--- config.mk ---
export PLATFORM = sky130hd
export DESIGN_NAME = alu_req_scheduler
export DESIGN_NICKNAME = d
export VERILOG_FILES = /design/src/rtl/alu_req_scheduler.sv
export SDC_FILE = /design/constraint.sdc
export NUM_CORES = 1
export LEC_CHECK = 0
export ABC_AREA = 1
export CORE_ASPECT_RATIO = 1.1
export CORE_MARGIN = 2
export CORE_UTILIZATION = 40
export CTS_CLUSTER_DIAMETER = 150
export CTS_CLUSTER_SIZE = 14
export DETAILED_ROUTE_END_ITERATION = 10
export GPL_TIMING_DRIVEN = 1
export PLACE_DENSITY = 0.82
export REMOVE_ABC_BUFFERS = 1
export SLEW_MARGIN = 20
export SYNTH_ARGS = -nofsm -noshare
export SYNTH_HDL_FRONTEND = slang
export SYNTH_SLANG_ARGS = --single-unit
--- constraint.sdc ---
create_clock -name clk -period 2.3 [get_ports clk]
set_input_delay 0.46 -clock clk [delete_from_list [all_inputs] [get_ports clk]]
set_output_delay 0.46 -clock clk [all_outputs]
set_load 0.05 [all_outputs]
--- src/rtl/alu_req_scheduler.sv ---
// Round-robin scheduler that shares one registered ALU subsystem between two requesters.
// Optional opcode check: define ALU_SCHED_OPCHECK_EN to answer illegal opcodes with rsp_err.
module alu_req_scheduler #(
  parameter int N       = 32,
  parameter int LAT     = 2,
  parameter int NUM_OPS = 10
) (
  input  logic           clk,
  input  logic           rst,
  input  logic [1:0]     req_valid,
  output logic [1:0]     req_ready,
  input  logic [2*N-1:0] req_a,
  input  logic [2*N-1:0] req_b,
  input  logic [7:0]     req_op,
  output logic [N-1:0]   alu_a,
  output logic [N-1:0]   alu_b,
  output logic [3:0]     alu_s,
  input  logic [N-1:0]   alu_result,
  input  logic [3:0]     alu_flags,
  output logic           rsp_valid,
  input  logic           rsp_ready,
  output logic           rsp_id,
  output logic [N-1:0]   rsp_result,
  output logic [3:0]     rsp_flags,
  output logic           rsp_err,
  output logic           busy,
  output logic [1:0]     dbg_state
);

  localparam int CNT_W = (LAT < 1) ? 1 : $clog2(LAT + 1);

`ifdef ALU_SCHED_OPCHECK_EN
  localparam bit OPCHECK_ON = 1'b1;
`else
  localparam bit OPCHECK_ON = 1'b0;
`endif

  typedef enum logic [1:0] {
    S_IDLE = 2'd0,
    S_WAIT = 2'd1,
    S_RESP = 2'd2
  } state_t;

  // Handshake: a request transfers on an edge where req_valid[i] && req_ready[i];
  // a response transfers on an edge where rsp_valid && rsp_ready. Neither valid
  // depends on its ready, and req_ready is only ever raised in IDLE.

  state_t             state_q, state_d;
  logic [CNT_W-1:0]   cnt_q, cnt_d;
  logic               last_q, last_d;
  logic               id_q, id_d;
  logic [N-1:0]       alu_a_q, alu_a_d;
  logic [N-1:0]       alu_b_q, alu_b_d;
  logic [3:0]         alu_s_q, alu_s_d;
  logic               rsp_valid_q, rsp_valid_d;
  logic               rsp_id_q, rsp_id_d;
  logic [N-1:0]       rsp_result_q, rsp_result_d;
  logic [3:0]         rsp_flags_q, rsp_flags_d;
  logic               rsp_err_q, rsp_err_d;

  logic               gnt_id;
  logic [N-1:0]       gnt_a;
  logic [N-1:0]       gnt_b;
  logic [3:0]         gnt_op;
  logic               op_illegal;

  // On a tie the requester that did not win last time gets the grant.
  assign gnt_id     = (&req_valid) ? ~last_q : req_valid[1];
  assign gnt_a      = gnt_id ? req_a[2*N-1:N] : req_a[N-1:0];
  assign gnt_b      = gnt_id ? req_b[2*N-1:N] : req_b[N-1:0];
  assign gnt_op     = gnt_id ? req_op[7:4] : req_op[3:0];
  assign op_illegal = OPCHECK_ON && (int'({28'b0, gnt_op}) >= NUM_OPS);

  always_comb begin
    state_d      = state_q;
    cnt_d        = cnt_q;
    last_d       = last_q;
    id_d         = id_q;
    alu_a_d      = alu_a_q;
    alu_b_d      = alu_b_q;
    alu_s_d      = alu_s_q;
    rsp_valid_d  = rsp_valid_q;
    rsp_id_d     = rsp_id_q;
    rsp_result_d = rsp_result_q;
    rsp_flags_d  = rsp_flags_q;
    rsp_err_d    = rsp_err_q;
    req_ready    = 2'b00;
    case (state_q)
      S_IDLE: begin
        if (|req_valid) begin
          req_ready[gnt_id] = 1'b1;
          last_d            = gnt_id;
          id_d              = gnt_id;
          if (op_illegal) begin
            // Answered locally; the ALU inputs keep their previous values.
            rsp_valid_d  = 1'b1;
            rsp_id_d     = gnt_id;
            rsp_result_d = '0;
            rsp_flags_d  = '0;
            rsp_err_d    = 1'b1;
            state_d      = S_RESP;
          end else begin
            alu_a_d = gnt_a;
            alu_b_d = gnt_b;
            alu_s_d = gnt_op;
            cnt_d   = CNT_W'(LAT);
            state_d = S_WAIT;
          end
        end
      end
      S_WAIT: begin
        if (cnt_q == '0) begin
          rsp_valid_d  = 1'b1;
          rsp_id_d     = id_q;
          rsp_result_d = alu_result;
          rsp_flags_d  = alu_flags;
          rsp_err_d    = 1'b0;
          state_d      = S_RESP;
        end else begin
          cnt_d = cnt_q - CNT_W'(1);
        end
      end
      S_RESP: begin
        if (rsp_ready) begin
          rsp_valid_d = 1'b0;
          state_d     = S_IDLE;
        end
      end
      default: state_d = S_IDLE;
    endcase
  end

  always_ff @(posedge clk or negedge rst) begin
    if (!rst) begin
      state_q      <= S_IDLE;
      cnt_q        <= '0;
      last_q       <= 1'b1;
      id_q         <= 1'b0;
      alu_a_q      <= '0;
      alu_b_q      <= '0;
      alu_s_q      <= '0;
      rsp_valid_q  <= 1'b0;
      rsp_id_q     <= 1'b0;
      rsp_result_q <= '0;
      rsp_flags_q  <= '0;
      rsp_err_q    <= 1'b0;
    end else begin
      state_q      <= state_d;
      cnt_q        <= cnt_d;
      last_q       <= last_d;
      id_q         <= id_d;
      alu_a_q      <= alu_a_d;
      alu_b_q      <= alu_b_d;
      alu_s_q      <= alu_s_d;
      rsp_valid_q  <= rsp_valid_d;
      rsp_id_q     <= rsp_id_d;
      rsp_result_q <= rsp_result_d;
      rsp_flags_q  <= rsp_flags_d;
      rsp_err_q    <= rsp_err_d;
    end
  end

  assign alu_a      = alu_a_q;
  assign alu_b      = alu_b_q;
  assign alu_s      = alu_s_q;
  assign rsp_valid  = rsp_valid_q;
  assign rsp_id     = rsp_id_q;
  assign rsp_result = rsp_result_q;
  assign rsp_flags  = rsp_flags_q;
  assign rsp_err    = rsp_err_q;
  assign busy       = (state_q != S_IDLE);
  assign dbg_state  = state_q;

endmodule

After elaboration in Yosys (flattened, before gate mapping)
Cells that the tools add are included.

Register bits after elaboration: 112. Input bits: 177. Output and inout bits: 112. Word-level logic and storage cells: 52.

Add/subtract/negate cells: 1. Order comparisons: 2. Equality and inequality tests: 6. Muxes and demuxes: 18. Bitwise logic cells: 1. Reduce and logical (&&, ||, !) cells: 13.

Operator list (number): 32-bit 2-to-1 mux (2); 2-bit 2-to-1 mux (7); 3-bit AND reduction (3); 2-bit inequality test, second input constant (4); 2-bit one-hot mux with 3 select lines (1); 2-bit AND reduction (3); 2-bit nonzero test (3); 2-bit zero test (2); 1-bit 2-to-1 mux (4); 4-bit 2-to-1 mux (1); 2-bit one-hot mux with 2 select lines (1); 2-bit by 1-bit equality test with 1-bit output, second input constant (1); 2-bit equality test, second input constant (1); 1-bit by 2-bit < comparator with 1-bit output, second input constant (1); 1-bit one-hot mux with 2 select lines (1); 2-bit OR reduction (1); 2-bit by 1-bit subtractor with 2-bit output, second input constant (1); 1-bit demux with 1-bit select (1); 1-bit greater-or-equal comparator, second input constant (1); 1-bit logical AND (1); 1-bit NOT (1).

Longest topological paths before layout
Gate-level depths: netlist of the first run.

Depth in word-level cells: 8. Mapped depth: 9. Gate-level depth less buffers: 7.

Least setup slack after synthesis of the first run
OpenSTA, ideal clock, no wires.

Path type: register -> output. Start point: register state_q[1] (netlist: dbg_state[1]). End point: output port req_ready[0]. Arrival: 1.856 ns. Required time: 1.840 ns. Slack: -0.016 ns. Cell stages (with the launch flop): 6. Cells stage by stage: dfrtp_1 nor2_1 nand2_1 buf_4 buf_4 nor2_1.

Cells in the longest elaborated chain, start to end: 2.

RTL lines: start: declaration (line 48) `state_t state_q, state_d;`; start signal: assignment (line 148) `state_q <= state_d;`; 2-bit zero test (line 88) `case (state_q)`; 2-bit 2-to-1 mux (line 88); end: declaration (line 11) `output logic [1:0] req_ready,`.

No other way between the ends.

Worst setup path in the final report of the first run
Start point: input port req_valid[0]. End point: output port req_ready[0].

Cells in the longest elaborated chain, start to end: 8.

RTL lines: start: declaration (line 10) `input logic [1:0] req_valid,`; 2-bit AND reduction (line 68) `assign gnt_id = (&req_valid) ? ~last_q : req_valid[1];`; 1-bit 2-to-1 mux (line 68); 1-bit by 2-bit < comparator with 1-bit output (not written as such) / 1-bit greater-or-equal comparator (equally long branches) (line 91) `req_ready[gnt_id] = 1'b1;`; 1-bit logical AND (not written as such) (line 91); 1-bit 2-to-1 mux (not written as such) (line 91); 1-bit demux with 1-bit select (line 91); 2-bit 2-to-1 mux (*) (line 90) `if (|req_valid) begin`; 2-bit 2-to-1 mux (*) (line 88).

Every way passes the cells marked *; elsewhere a longest branch is shown, timed or not.

==> results of run 1 <==
[critical path, delay by kind of cell]
family        cells  cell delay [ps]
simple gates      3              470
buf+inv           3              780
[per-stage QoR]
stage | power [mW] | cell area (um2) | TNS, ps | utilization, % | std cells
final | 13.4 | 8630 | 0 | 65.6 | 1150
after global routing | 14.1 | 8630 | 0 | 65.6 | 1149
after CTS | 13.5 | 8630 | 0 | 65.6 | 1148
after detailed placement | 11.8 | 8320 | 0 | 63.2 | 1132
after global placement | 11.7 | 8320 | 0 | 63.2 | 1132
after floorplan | 8.60 | 5070 | -55390 | - | 671
[per-layer routing]
layer | wire length [um] | share of wire [%] | vias to the layer above
met4 | 675 | 3.9 | 0
li1 | - | - | 2758
met2 | 8750 | 50 | 190
met3 | 1150 | 6.7 | 45
met1 | 6750 | 39 | 2544
met5 | 0 | 0 | -
[power groups by stage]
stage	clock network (mW)	registers (mW)	logic, mW
finish	1.63	3.45	8.29
global route	1.75	3.56	8.83
CTS	1.67	3.44	8.36
detailed placement	0	3.46	8.36
global placement	0	3.43	8.26
floorplan	0	6.55	2.05
[state kept, by name (all words and copies together) (netlist names)]
register,flops
alu_a,32
alu_b,32
rsp_result,32
alu_s,4
rsp_flags,4
cnt_q,2
dbg_state,2
id_q,1
last_q,1
rsp_id,1
rsp_valid,1
[final timing paths]
kind | start | endpoint | slack (ps) | depth (start not counted)
max reg2reg | cnt_q[0] | cnt_q[1] | 750 | 8
max in group asynchronous | rst | last_q | 1560 | 2
min in group clk | rsp_result[28] | rsp_result[28] | 470 | 2
max | req_valid[0] | req_ready[0] | 120 | 6
min reg2reg | rsp_result[28] | rsp_result[28] | 470 | 2
min | rst | rsp_result[4] | 110 | 1
[cell families (layout without fill, tap and decap cells)]
group	after synthesis	in the layout	share of synthesized area [%]
compound gates	3	3	0.280
fa+ha+maj	2	2	0.466
buf+inv	61	327	6.34
flops	112	112	52.2
other cells	1	3	0.0698
simple gates	542	542	40.6
[area by class of cell]
type | count | share of cell area [%]
multi-input cells | 548 | 25.8
flip-flops and latches | 112 | 32.5
repair buffers | 300 | 35.3
well taps | 161 | 2.33
clock buffers | 13 | 3.13
clock inverters | 3 | 0.464
inverters | 11 | 0.478
diodes | 2 | 0.0580
[repair_timing]
item,4_1_cts,5_1_grt
endpoints found under the setup margin,1,0
endpoints found under the hold margin,0,0
gates resized for setup,1,0
[Yosys cell counts]
master    instances  area share, %
buf_2            23            2.1
buf_4            16            2.2
buf_6             3           0.63
clkbuf_1          8           0.56
conb_1            1          0.070
dfrtp_1         111             52
dfstp_2           1           0.49
ha_1              2           0.47
inv_1             8           0.56
inv_2             3           0.21
nand2_1         428             30
nand2_2           2           0.23
nand3_1         108             10
nor2_1            3           0.21
nor2_4            1           0.21
o21ai_0           2           0.19
o21ai_1           1          0.093
[cells in the final DEF (no fill, tap or decap)]
| cell | Yosys | routed |
|---|---|---|
| nand2_1 | 428 | 427 |
| clkdlybuf4s50_1 | 0 | 282 |
| dfrtp_1 | 111 | 111 |
| nand3_1 | 108 | 108 |
| clkbuf_16 | 0 | 9 |
| buf_4 | 16 | 9 |
| inv_1 | 8 | 8 |
| buf_12 | 0 | 7 |
| nor2_1 | 3 | 3 |
| nand2_2 | 2 | 3 |
| inv_2 | 3 | 3 |
| clkbuf_8 | 0 | 3 |
| diode_2 | 0 | 2 |
| o21ai_0 | 2 | 2 |
| ha_1 | 2 | 2 |
| clkinv_2 | 0 | 2 |
| nor2_4 | 1 | 1 |
| o21ai_1 | 1 | 1 |
| conb_1 | 1 | 1 |
| bufinv_16 | 0 | 1 |
| clkbuf_1 | 8 | 1 |
| buf_2 | 23 | 1 |
| dfstp_2 | 1 | 1 |
| dlygate4sd2_1 | 0 | 1 |
==> results.md, run 1 <==
* Status: finished clean
* Root Buffer: clkbuf_16
* Post-CTS setup repair buffer count at 0
* Die area at 14400 um2
* Crit path max-delay cell type: clkdlybuf4s50_1
* Largest net degree at the start of global routing at 69
* Clock latency on the worst-skew pair at 350 ps
* FF+latch count, synth at 112
* Worst vdd ir at 902 uV
* Multi-input logic area at 2230 um2
* DP Worst Slack at 99.9 ps
* Die Wd at 114 um
* Share of post-route cells with drive strength above 1 at 4.05%
* Nets at 1161
* Worst Setup Path Type: in -> out
* Post-DR vias/cell at 4.81
* Max Root-Sink Buffers at 2
* Cell Area, Synth at 5370 um2
* Drt first pass iters at 4
* Filler Cell Count at 1143
* DRC viols at 0
* Pleak at 4.35 nW
* DR vias at 5537
* Port bufs at 287
* Synth warn at 0
* Tcrit/Tclk final at 94.6%
* Fmax at 0.460 GHz
* Slew HR at 52.0%
* Hold Fails Final Rpt at 0
* Grt met1 use at 28.6%
* Combinational share of power at 62.0%
* Core area at 13200 um2
* Antenna violations before repair at 2
* Yosys cell types at 17
* Setup violation total in the final timing report at 0
* Worst-margin pin slew at 720 ps
* CP endpoint kind: output port
* Slew Limit Fails at 0
* Syn Inst Count at 721
* Initial Util at 40.8%
* Cell breakdown of the critical path: clkdlybuf4s50_1 > nand2_2 > nand2_2 > inv_1 > nor2_1 > buf_12
* RSZ-0062 raised after global routing: false
* Max Clock Skew at 8.64 ps
* Grt peak-use layer: met2
* Clk pin slew, worst setup/hold paths at 70 ps
* WP data required at 1840 ps
* Clk pwr share at 12.2%
* DRT Wirelength at 17300 um
* CP startpoint kind: input port
* # IOs at 289
* Crit-path most repeated cell: nand2_2
* Switching part of the total at 51.5%
* Sequential area share after synthesis at 52.2%
* Sequential power share at 25.8%
* Hold Worst Slack at 105 ps
* Per-cell routed wire length at 15.1 um
* Largest stage delay on the critical path at 530 ps
* Sequential Area at 2800 um2
* CP max FO at 6
* Power density cells at 1550 nW/um2
* Max Cap Viol at 0
* Die height at 126 um
* GRT Residual Overflow at 0
* Layout area overhead at 60.8%
* Cts hold-fix bufs at 0
* DR iter-0 viols at 296
* Vias in the first global route at 5537
* GRT Util Overall at 24.6%
* TritonCTS clock tree: yes
* Row count at 44
* Internal power at 6.49 mW
* GPL Wtd Cong at 0.838
* Min setup slack post-route at 124 ps
* Class of the worst hold path: in -> async
* First-pass GRT wire length at 27800 um
* Antenna-violating nets left at 0
* Sw power at 6.88 mW
* Min cycle time layout at 2180 ps
* Cts bufs inserted at 9
* Sink Count at 112
* GRT met2 Usage at 41.7%
* Htree depth at 3
* Synth Area per Inst at 7.45 um2
* DP HPWL at 12400 um
* Global-route track usage on met3 at 7.51%
* Critical Path AT at 1720 ps
Note: power is estimated with default switching activity, not from simulation.
==> inputs of run 2 (changes only) <==
--- a/config.mk
+++ b/config.mk
@@ -5,7 +5,6 @@
 export SDC_FILE = /design/constraint.sdc
 export NUM_CORES = 1
 export LEC_CHECK = 0
-export ABC_AREA = 1
 export CORE_ASPECT_RATIO = 1.1
 export CORE_MARGIN = 2
 export CORE_UTILIZATION = 40
@@ -13,7 +12,7 @@
 export CTS_CLUSTER_SIZE = 14
 export DETAILED_ROUTE_END_ITERATION = 10
 export GPL_TIMING_DRIVEN = 1
-export PLACE_DENSITY = 0.82
+export PLACE_DENSITY_LB_ADDON = 0.08
 export REMOVE_ABC_BUFFERS = 1
 export SLEW_MARGIN = 20
 export SYNTH_ARGS = -nofsm -noshare
==> constraint.sdc (replaced) <==
create_clock -name clk -period 2.3 [get_ports clk]
set_input_delay 0.46 -clock clk [delete_from_list [all_inputs] [get_ports clk]]
set_output_delay 0.46 -clock clk [all_outputs]
set_load 0.005 [all_outputs]
==> results.md, run 2 <==
* Slew HR at 49.1%
* Max Clock Skew at 5.12 ps
* Class of the worst hold path: in -> async
* Largest stage delay on the critical path at 570 ps
* Crit path max-delay cell type: clkdlybuf4s50_1
* Number of diodes at 0
* DR vias at 4161
* Setup violation total in the final timing report at 0
* Die area at 12800 um2
* Post-synth ARST share at 100%
* Sink Count at 112
* Hold Fails Final Rpt at 0
* Tcrit/Tclk final at 94.7%
* Commonest cells post-synth: dfrtp_1 (111), a221o_1 (68), o21a_1 (68)
* Clk pin slew, worst setup/hold paths at 70 ps
* Worst vdd ir at 549 uV
* Post-DR vias/cell at 5.38
* Pleak at 3.32 nW
* Top FF cell, synth: dfrtp_1
* Top cell type's share of synthesized area at 58.5%
* Clk pwr share at 16.0%
* WP data required at 1840 ps
* Combinational share of power at 49.5%
* Synth warn at 0
* Die Wd at 108 um
* Post-synth EDFFs at 0
* Sequential power share at 34.6%
* R2r setup slk at 350 ps
* Status: finished clean
* # IOs at 289
* Cell breakdown of the critical path: nor2_2 > inv_2 > clkdlybuf4s50_1
* Worst-margin pin slew at 764 ps
* Power density cells at 1260 nW/um2
* GRT Util Overall at 24.0%
* Largest net degree at the start of global routing at 71
* Buf+Inv Stages, Crit Path at 2
* Clock latency on the worst-skew pair at 340 ps
* CP startpoint kind: flip-flop
* Die height at 118 um
* Cell Area, Placed at 7750 um2
* Min cycle time layout at 2180 ps
* Count leader, synth: dfrtp_1
* Final instance area at 8050 um2
* Antenna-violating nets left at 0
* Cts hold-fix bufs at 0
* Max Cap Viol at 0
* Setup tns final at 0 ps
* DP HPWL at 11200 um
* Cts bufs inserted at 9
* Row count at 41
* Min setup slack post-route at 123 ps
* DP Worst Slack at 67.1 ps
* Port bufs at 287
* Synth Area per Inst at 13.7 um2
* Initial Util at 41.2%
* Critical Path AT at 1720 ps
* Slew Limit Fails at 0
* Switching part of the total at 29.8%
* DRC viols at 0
* Filler Cell Count at 874
* Sw power at 3.03 mW
* Per-cell routed wire length at 19.9 um
* Fmax at 0.459 GHz
* TritonCTS clock tree: yes
* Vias in the first global route at 4380
* Leading area contributor after synthesis: dfrtp_1
* GPL Wtd Cong at 0.743
* DRT Wirelength at 15400 um
* Max Root-Sink Buffers at 2
* DR iter-0 viols at 131
* CP endpoint kind: output port
* CP max FO at 17
* RSZ-0062 raised after global routing: false
* Worst Setup Path Type: reg -> out
* Internal power at 7.14 mW
* Antenna violations before repair at 0
* Cell Area, Synth at 4750 um2
* Total Power at 10.2 mW
* Syn Inst Count at 347
* Yosys cell types at 26
* Drt first pass iters at 7
* FF+latch count, synth at 112
* Htree depth at 3
* First-pass GRT wire length at 23500 um
* Area contributors post-synth: dfrtp_1 (58%), a221o_1 (14%), o21a_1 (11%)
* Share of post-route cells with drive strength above 1 at 10.9%
* Core area at 11500 um2
* Nets at 799
* Commonest non-fill, non-tap cells in the layout: clkdlybuf4s50_1 (284), dfrtp_1 (111), o21a_1 (68), a221o_1 (68), mux2_2 (37)
* Cell family with most CP delay: buffers and inverters
* Root Buffer: clkbuf_16
* Hold Worst Slack at 51.6 ps
* Layout area overhead at 69.4%
* Most common cell after layout, fill and taps aside: clkdlybuf4s50_1
* GRT Residual Overflow at 0
* Sequential area share after synthesis at 59.0%
-- run 2: cell types whose count changed in the layout (fill, tap and decap cells not counted), moves of 4 or more --
cell	previous run	this run
a221o_1	0	68
mux2_2	0	37
nand3_1	108	0
inv_1	8	4
o21a_1	0	68
buf_12	7	2
nand2_1	427	2
-- run 2: logic make-up after synthesis --
kind of cell             Yosys count  synth area share [%]
AO/OA/AOI/OAI                    144                  26.2
flip-flops                       112                  59.0
buffers and inverters             40                  4.11
multiplexers                      38                  8.98
AND/OR/NAND/NOR                   10                  1.13
adder cells (fa/ha/maj)            2                 0.527
other                              1                0.0789
-- run 2: worst paths after layout --
| path | startpoint | end | cells past startpoint |
|---|---|---|---|
| min reg2reg | cnt_q[0] | cnt_q[0] | 1 |
| min | rst | rsp_result[23] | 1 |
| min in group clk | cnt_q[0] | cnt_q[0] | 1 |
| max in group asynchronous | rst | rsp_result[1] | 2 |
| max reg2reg | dbg_state[0] | cnt_q[1] | 5 |
| max | dbg_state[0] | busy | 3 |
-- run 2: final cells by class --
class                           instances  area [um2]  area share, %
Clock inverter                          3        67.6          0.839
Timing Repair Buffer                  297        2970           36.9
Inverter                                5        18.8          0.233
Multi-Input combinational cell        195        1770           21.9
Sequential cell                       112        2800           34.8
Clock buffer                           12         236           2.94
Tap cell                              150         188           2.33
-- run 2: through the flow --
stage,util (%),cells
2_1_floorplan,-,312
3_3_place_gp,67.1,759
3_5_place_dp,67.1,759
4_1_cts,69.7,774
5_1_grt,69.7,774
6_report,69.7,774
-- run 2: per-layer routing --
metal / up-vias / global-route usage (%) / wire length [um]
met2: 215 / 40.4 / 7650
met3: 27 / 9.32 / 1690
met5: - / 0 / 0
met4: 0 / 9.78 / 434
li1: 1886 / - / -
met1: 2033 / 27.0 / 5650
-- run 2: power by group through the flow --
stage	logic, mW	clock network [mW]	registers (mW)
6_report	5.03	1.62	3.51
5_1_grt	5.41	1.76	3.63
4_1_cts	5.10	1.66	3.52
3_5_place_dp	5.08	0	3.55
3_3_place_gp	4.99	0	3.50
2_1_floorplan	2.13	0	3.56
-- run 2: what timing repair did --
item / 4_1_cts / 5_1_grt
setup buffers: 0 / 0
gates resized for setup: 2 / 0
endpoints found under the setup margin: 2 / 0
